--- config.mk ---
export PLATFORM = sky130hd
export DESIGN_NAME = ex_muldiv_unit
export DESIGN_NICKNAME = d
export VERILOG_FILES = /design/src/rtl/ex_muldiv_unit.sv
export SDC_FILE = /design/constraint.sdc
export NUM_CORES = 2
export LEC_CHECK = 0
export BUFFER_PORTS_ARGS = -buffer_cell sky130_fd_sc_hd__buf_2
export CAP_MARGIN = 10
export CORE_ASPECT_RATIO = 2
export CORE_MARGIN = 2
export CORE_UTILIZATION = 41
export DETAILED_ROUTE_END_ITERATION = 8
export GPL_TIMING_DRIVEN = 0
export HOLD_SLACK_MARGIN = 0.03
export SKIP_CTS_REPAIR_TIMING = 1
export SLEW_MARGIN = 15
export SYNTH_ARGS = -nofsm -noshare
export SYNTH_HDL_FRONTEND = slang
export SYNTH_SLANG_ARGS = --single-unit
--- constraint.sdc ---
create_clock -name clk -period 7.55 [get_ports clk]
set_clock_uncertainty 0.2 [all_clocks]
set_input_delay 0.3775 -clock clk [delete_from_list [all_inputs] [get_ports clk]]
set_output_delay 0.3775 -clock clk [all_outputs]
set_load 0.03 [all_outputs]
--- src/rtl/ex_muldiv_unit.sv ---
// Iterative RV64M multiply/divide unit for the EX stage: radix-2 shift-add multiply, restoring divide.
// Define MULDIV_FAST_MUL_EN to compute multiplies in one cycle with a combinational product.
module ex_muldiv_unit #(
  parameter int XLEN = 64
) (
  input  logic            clk,
  input  logic            rst,
  input  logic            start,
  input  logic            flush,
  input  logic [2:0]      op,
  input  logic            word,
  input  logic [XLEN-1:0] src1,
  input  logic [XLEN-1:0] src2,
  input  logic [4:0]      rd_in,
  output logic            stall,
  output logic            busy,
  output logic            done,
  output logic [XLEN-1:0] result,
  output logic [4:0]      rd_out
);
  localparam int W2 = 2 * XLEN;

  typedef enum logic [1:0] {S_IDLE = 2'd0, S_MUL = 2'd1, S_DIV = 2'd2, S_DONE = 2'd3} state_t;

  state_t          state_q, state_d;
  logic [2:0]      op_q, op_d;
  logic            word_q, word_d;
  logic [4:0]      rd_lat_q, rd_lat_d;
  logic [4:0]      rd_out_q, rd_out_d;
  logic            neg_q, neg_d;
  logic            rneg_q, rneg_d;
  logic [5:0]      cnt_q, cnt_d;
  logic [W2-1:0]   acc_q, acc_d;
  logic [XLEN-1:0] mcand_q, mcand_d;
  logic [XLEN-1:0] result_q, result_d;

  function automatic logic [XLEN-1:0] sext32(input logic [XLEN-1:0] v);
    return {{(XLEN-32){v[31]}}, v[31:0]};
  endfunction

  // prod is the true (unshifted) magnitude product of the two operands
  function automatic logic [XLEN-1:0] mul_pick(input logic [W2-1:0] prod, input logic neg,
                                               input logic [2:0] fop, input logic fword);
    logic [W2-1:0] p;
    p = neg ? -prod : prod;
    if (fop == 3'd0) return fword ? sext32(p[XLEN-1:0]) : p[XLEN-1:0];
    return p[W2-1:XLEN];
  endfunction

  // acc holds {remainder, quotient} magnitudes
  function automatic logic [XLEN-1:0] div_pick(input logic [W2-1:0] acc, input logic qneg,
                                               input logic rneg, input logic [2:0] fop,
                                               input logic fword);
    logic [XLEN-1:0] q, r, v;
    q = acc[XLEN-1:0];
    r = acc[W2-1:XLEN];
    v = fop[1] ? (rneg ? -r : r) : (qneg ? -q : q);
    return fword ? sext32(v) : v;
  endfunction

  logic            sgn1, sgn2, a_neg, b_neg, div0, ovf;
  logic [XLEN-1:0] a_ext, b_ext, a_mag, b_mag, min_val, dvd_res, special_res;
  logic [5:0]      cnt_init;
  logic [XLEN:0]   mul_sum, div_rs, div_diff;
  logic            div_ge;
  logic [W2-1:0]   mul_acc, div_acc, mul_prod;

  always_comb begin
    sgn1  = (op == 3'd1) || (op == 3'd2) || (op == 3'd4) || (op == 3'd6);
    sgn2  = (op == 3'd1) || (op == 3'd4) || (op == 3'd6);
    a_ext = word ? (sgn1 ? sext32(src1) : {{(XLEN-32){1'b0}}, src1[31:0]}) : src1;
    b_ext = word ? (sgn2 ? sext32(src2) : {{(XLEN-32){1'b0}}, src2[31:0]}) : src2;
    a_neg = sgn1 & a_ext[XLEN-1];
    b_neg = sgn2 & b_ext[XLEN-1];
    a_mag = a_neg ? -a_ext : a_ext;
    b_mag = b_neg ? -b_ext : b_ext;
    min_val = word ? {{(XLEN-31){1'b1}}, 31'd0} : {1'b1, {(XLEN-1){1'b0}}};
    div0  = op[2] && (b_ext == '0);
    ovf   = op[2] && !op[0] && (a_ext == min_val) && (b_ext == '1);
    dvd_res = word ? sext32(src1) : src1;
    if (div0) special_res = op[1] ? dvd_res : '1;
    else      special_res = op[1] ? '0 : dvd_res;
    cnt_init = word ? 6'd31 : 6'd63;

    mul_sum  = {1'b0, acc_q[W2-1:XLEN]} + {1'b0, (acc_q[0] ? mcand_q : '0)};
    mul_acc  = {mul_sum, acc_q[XLEN-1:1]};
    // Word multiplies stop after 32 shifts, so the product sits 32 bits higher
    mul_prod = word_q ? (mul_acc >> 32) : mul_acc;
    div_rs   = {acc_q[W2-1:XLEN], acc_q[XLEN-1]};
    div_ge   = div_rs >= {1'b0, mcand_q};
    div_diff = div_rs - {1'b0, mcand_q};
    div_acc  = {(div_ge ? div_diff[XLEN-1:0] : div_rs[XLEN-1:0]), acc_q[XLEN-2:0], div_ge};
  end

  always_comb begin
    state_d  = state_q;
    op_d     = op_q;
    word_d   = word_q;
    rd_lat_d = rd_lat_q;
    rd_out_d = rd_out_q;
    neg_d    = neg_q;
    rneg_d   = rneg_q;
    cnt_d    = cnt_q;
    acc_d    = acc_q;
    mcand_d  = mcand_q;
    result_d = result_q;
    stall    = 1'b0;
    case (state_q)
      S_IDLE: begin
        if (start && !flush) begin
          stall    = 1'b1;
          op_d     = op;
          word_d   = word;
          rd_lat_d = rd_in;
          neg_d    = a_neg ^ b_neg;
          rneg_d   = a_neg;
          cnt_d    = cnt_init;
          if (op[2]) begin
            if (div0 || ovf) begin
              result_d = special_res;
              rd_out_d = rd_in;
              state_d  = S_DONE;
            end else begin
              mcand_d = b_mag;
              // Word dividends are pre-shifted so 32 iterations consume them fully
              acc_d   = {{XLEN{1'b0}}, (word ? (a_mag << 32) : a_mag)};
              state_d = S_DIV;
            end
          end else begin
`ifdef MULDIV_FAST_MUL_EN
            result_d = mul_pick({{XLEN{1'b0}}, a_mag} * {{XLEN{1'b0}}, b_mag},
                                a_neg ^ b_neg, op, word);
            rd_out_d = rd_in;
            state_d  = S_DONE;
`else
            mcand_d = a_mag;
            acc_d   = {{XLEN{1'b0}}, b_mag};
            state_d = S_MUL;
`endif
          end
        end
      end
      S_MUL, S_DIV: begin
        if (flush) begin
          state_d = S_IDLE;
        end else begin
          stall = 1'b1;
          acc_d = (state_q == S_MUL) ? mul_acc : div_acc;
          if (cnt_q == 6'd0) begin
            result_d = (state_q == S_MUL) ? mul_pick(mul_prod, neg_q, op_q, word_q)
                                          : div_pick(div_acc, neg_q, rneg_q, op_q, word_q);
            rd_out_d = rd_lat_q;
            state_d  = S_DONE;
          end else begin
            cnt_d = cnt_q - 6'd1;
          end
        end
      end
      S_DONE: state_d = S_IDLE;
      default: state_d = S_IDLE;
    endcase
  end

  always_ff @(posedge clk or posedge rst) begin
    if (rst) begin
      state_q  <= S_IDLE;
      op_q     <= '0;
      word_q   <= 1'b0;
      rd_lat_q <= '0;
      rd_out_q <= '0;
      neg_q    <= 1'b0;
      rneg_q   <= 1'b0;
      cnt_q    <= '0;
      acc_q    <= '0;
      mcand_q  <= '0;
      result_q <= '0;
    end else begin
      state_q  <= state_d;
      op_q     <= op_d;
      word_q   <= word_d;
      rd_lat_q <= rd_lat_d;
      rd_out_q <= rd_out_d;
      neg_q    <= neg_d;
      rneg_q   <= rneg_d;
      cnt_q    <= cnt_d;
      acc_q    <= acc_d;
      mcand_q  <= mcand_d;
      result_q <= result_d;
    end
  end

  assign busy   = (state_q == S_MUL) || (state_q == S_DIV);
  assign done   = (state_q == S_DONE);
  assign result = result_q;
  assign rd_out = rd_out_q;
endmodule
==> results.tsv, run 1 <==
metric	value	unit
die_y	453	um
grt-ovfl-total	6392	
track_usage	88.0	%
synth-async-reset-ratio	100	%
yosys.area.top_type	dfrtp_1	
ys_ff_latch	280	
hpwlAfterDp	307000	um
synth_fp_nets	6489	
yosys.area_share.simple	28.0	%
ys_seq_area_share	16.9	%
status	aborted with a tool error	
cts_root_buf	clkbuf_16	
cts.sinks	280	
fp.dieW	229	um
yosysWarnings	0	
io_buffers	209	
grt_pass1_wl	690000	um
cts_max_level	1	
error_line	[ERROR GRT-0116] Global routing finished with congestion. Check the congestion regions in the DRC Viewer.	
grt_pass1_vias	72300	
synth_mux_area_share	5.60	%
place_congestion	1.31	
ioPinCount	213	
synth_area	41400	um2
grt_start_max_net_pins	38	
cts_buffer_depth	3	
synth_xor_area_share	7.64	%
yosysTopAreaCellShare	16.9	%
netlist_instances	6207	
rows	164	
yosys-top-cells-area	dfrtp_1 17%, a21oi_1 7.6%, o21ai_0 7.4%	
synth_ff_type	dfrtp_1	
cts_buffers	27	
synth_edf_count	0	
avgSynthCellArea	6.67	um2
ys_types	104	
synth_top_family_by_area	compound AO/OA/AOI/OAI gates	
stop_stage	global routing	
start_util	41.4	%
synth_fa_ha_area_share	4.51	%
synth_compound_area_share	31.7	%
place_inst	7774	
## metrics by stage
step	worst slack [ps]	util [%]	instance area [um2]
after floorplan	175	-	41400
after global placement	-7840	44.1	44100
after detailed placement	-6530	44.7	44700
after CTS	-6570	45.7	45600
## routing by layer
metal / GRT overflow / global-route usage [%]
met1: 61 / 79.9
met2: 4787 / 117
met3: 61 / 64.9
met4: 1477 / 98.0
met5: 6 / 26.4
## cell families after synthesis
logic type               count (synthesis)
XOR/XNOR                               361
AND/OR/NAND/NOR                       2457
adder cells (fa/ha/maj)                150
AO/OA/AOI/OAI                         2124
buffers and inverters                  608
flip-flops                             280
multiplexers                           227
## cells in the mapped netlist, drive strengths merged, types with 15 or more instances
| master | count |
|---|---|
| nand2 | 793 |
| nor2 | 729 |
| o21ai | 662 |
| a21oi | 629 |
| clkbuf | 399 |
| dfrtp | 280 |
| nor3 | 209 |
| xnor2 | 191 |
| mux2i | 189 |
| xor2 | 170 |
| ha | 139 |
| inv | 121 |
| nand4 | 113 |
| nand3 | 108 |
| nor4 | 86 |
| buf | 84 |
| a31oi | 82 |
| a211oi | 79 |
| o31ai | 77 |
| o211ai | 76 |
| a21o | 72 |
| or3 | 72 |
| o21a | 54 |
| or4 | 49 |
| and3 | 42 |
| nand2b | 41 |
| or2 | 40 |
| mux2 | 38 |
| o41ai | 36 |
| and2 | 35 |
| and4 | 31 |
| a22o | 30 |
| o22ai | 27 |
| nor2b | 24 |
| a211o | 23 |
| o221ai | 22 |
| a221oi | 18 |
| o311ai | 18 |
| a2111oi | 16 |
| nor3b | 16 |
| o2111ai | 16 |
| a21boi | 15 |
| a32o | 15 |
| o211a | 15 |
==> run 2: changes to the inputs <==
--- a/config.mk
+++ b/config.mk
@@ -7,12 +7,11 @@
 export LEC_CHECK = 0
 export BUFFER_PORTS_ARGS = -buffer_cell sky130_fd_sc_hd__buf_2
 export CAP_MARGIN = 10
-export CORE_ASPECT_RATIO = 2
 export CORE_MARGIN = 2
-export CORE_UTILIZATION = 41
+export CORE_UTILIZATION = 26
 export DETAILED_ROUTE_END_ITERATION = 8
 export GPL_TIMING_DRIVEN = 0
-export HOLD_SLACK_MARGIN = 0.03
+export PLACE_DENSITY_LB_ADDON = 0.15
 export SKIP_CTS_REPAIR_TIMING = 1
 export SLEW_MARGIN = 15
 export SYNTH_ARGS = -nofsm -noshare
==> constraint.sdc (replaced) <==
create_clock -name clk -period 9.8 [get_ports clk]
set_clock_uncertainty 0.2 [all_clocks]
set_input_delay 0.49 -clock clk [delete_from_list [all_inputs] [get_ports clk]]
set_output_delay 0.49 -clock clk [all_outputs]
set_load 0.03 [all_outputs]
==> run 2 against run 1 <==
The flow now finishes, with violations (negative setup slack). Area after synthesis is the same. Synthesized cell count is the same.
==> results.tsv, run 2 <==
metric	value	unit
status	finished, violations left	
violations	negative setup slack	
cts_buffer_depth	3	
grt-ovfl-total	0	
cts_buffers	39	
finalSetupViolCount	8	
vdd_drop_max	0.143	mV
cp_top_family	simple AND/OR/NAND/NOR gates	
max_slew.worst_pin.slew	1420	ps
endpoint_kind	flip-flop	
clk_latency	660	ps
tritoncts	yes	
crit_top_cell	nand2_1	
routed_wl	381000	um
cts_root_buf	clkbuf_16	
fmax	101	MHz
grt_pass1_vias	52000	
slew_headroom	4.86	%
drt_iter0_drc	8276	
multi_input_area	32400	um2
gr-usage-met3	10.8	%
avgSynthCellArea	6.67	um2
post_drt_wl_per_cell	44.2	um
synth_fp_nets	6489	
top_register	acc_q	
synth_area	41400	um2
power_density	525	nW/um2
largest_reg_flops	128	
grt_util_met2	68.1	%
coreArea	158000	um2
maxCapViolations	0	
dpl-instance-area	45600	um2
worstPathArrival	10270	ps
place_inst	8515	
hold_class	in -> reg	
vias	56200	
area_growth	14.3	%
critical_path_required	10130	ps
cts.sinks	280	
layout_common_cells	792 x nand2_1, 729 x nor2_1, 626 x a21oi_1, 609 x o21ai_0, 376 x clkbuf_1	
rows	146	
finalCritPeriodShare	101	%
cp_max_fo	11	
final_common_cell	nand2_1	
cp_cell_sequence	clkinvlp_4, clkbuf_1, nor2_1, ha_1, a21oi_1, o21ai_0, a21o_1, or3_1, a222oi_1, and2_1, o211ai_1, or4_1, and2b_1, nand2_1, buf_2, nor4_1, mux2_2, nand2_1, a31oi_1	
stdcell_count	8602	
fillers	18000	
antenna_found_initial	41	
track_usage	45.0	%
finalMaxSlewViolations	0	
critPathBufInv	3	
synth-async-reset-ratio	100	%
fin_area	47300	um2
ant_nets	0	
ioPinCount	213	
crit_type	reg -> reg	
synth.most_common_cell	nand2_1	
worst_slack	-141	ps
place_congestion	1.09	
seq_area	7010	um2
use_met1	56.6	%
drive_gt1_share	8.32	%
cts_max_level	2	
drc	0	
netlist_top_cells_count	792 x nand2_1, 729 x nor2_1, 628 x a21oi_1	
ys_ff_latch	280	
firstDrtPassIters	7	
synth_edf_count	0	
critPathLaunchType	flip-flop	
p_leak	18.1	nW
cpMaxStageDelayCell	nor4_1	
yosysWarnings	0	
io_buffers	209	
grt_pass1_wl	496000	um
die_y	403	um
path_clk_slew	80	ps
max_stage_delay	1180	ps
start_util	26.2	%
grt_start_max_net_pins	94	
yosysTopAreaCellShare	16.9	%
post-route-min-period	9940	ps
ys_types	104	
post-place-ws	-3560	ps
netlist_instances	6207	
hpwlAfterDp	317000	um
hold_viol	0	
ys_seq_area_share	16.9	%
fp.dieW	403	um
synth_ff_type	dfrtp_1	
via_per_inst	6.53	
grt.busiest_layer	met2	
yosys.area.top_type	dfrtp_1	
yosys-top-cells-area	dfrtp_1 17%, a21oi_1 7.6%, o21ai_0 7.4%	
die_area	162000	um2
final_nets	6777	
run 2: cell counts after synthesis:
Identical to the previous run, type by type.
run 2: kinds of logic after synthesis:
family	synth area share, %
simple gates	28.0
flops	16.9
xor+xnor	7.64
compound gates	31.7
fa+ha+maj	4.51
mux	5.60
buf+inv	5.62
run 2: area by class of cell:
cell class,instances,share of cell area (%)
multi-input combinational,5319,68.5
clock buffer,54,2.37
antenna,7,0.0370
sequential,280,14.8
timing repair buffer,252,3.18
clock inverter,15,0.508
inverter,125,1.02
tap,2072,5.48
buffer,478,4.07
run 2: per-stage QoR:
stage	utilization, %	power [mW]	hold slack [ps]	setup TNS (ps)
finish	29.9	24.8	74.0	-454
global route	29.9	24.9	131	-25.1
CTS	29.7	23.5	-382	-94600
detailed placement	28.8	21.8	271	-93090
global placement	28.5	21.7	262	-1069600
floorplan	-	12.0	250	0
run 2: final timing paths:
path / start / to / slack [ps] / cells after the start
setup / recovery: acc_q[0]$_DFFE_PP0P_ / result[29]$_DFFE_PP0P_ / -140 / 19
max in group asynchronous: rst / result[51]$_DFFE_PP0P_ / 7890 / 5
setup reg to reg: acc_q[0]$_DFFE_PP0P_ / result[29]$_DFFE_PP0P_ / -140 / 19
hold / removal: flush / cnt_q[5]$_DFFE_PP0P_ / 70 / 4
min in group asynchronous: rst / acc_q[27]$_DFFE_PP0P_ / 170 / 3
hold reg to reg: mcand_q[27]$_DFFE_PP0P_ / mcand_q[27]$_DFFE_PP0P_ / 280 / 2
run 2: worst min-delay path, stage by stage:
cell and delay (ps):
buf_2 140, nor4_1 70, a21oi_1 100, o21ai_0 80
run 2: power breakdown:
part	internal (mW)	switching, mW	total [mW]
registers	1.65	0.703	2.35
logic	4.88	16.0	20.9
clock network	0.917	0.706	1.62
run 2: metal layers:
layer / vias up / wire length [um]
met4: 20 / 32000
met1: 28100 / 151000
li1: 23400 / -
met5: - / 317
met2: 3695 / 161000
met3: 909 / 36300
(Power assumes the default switching activity.)
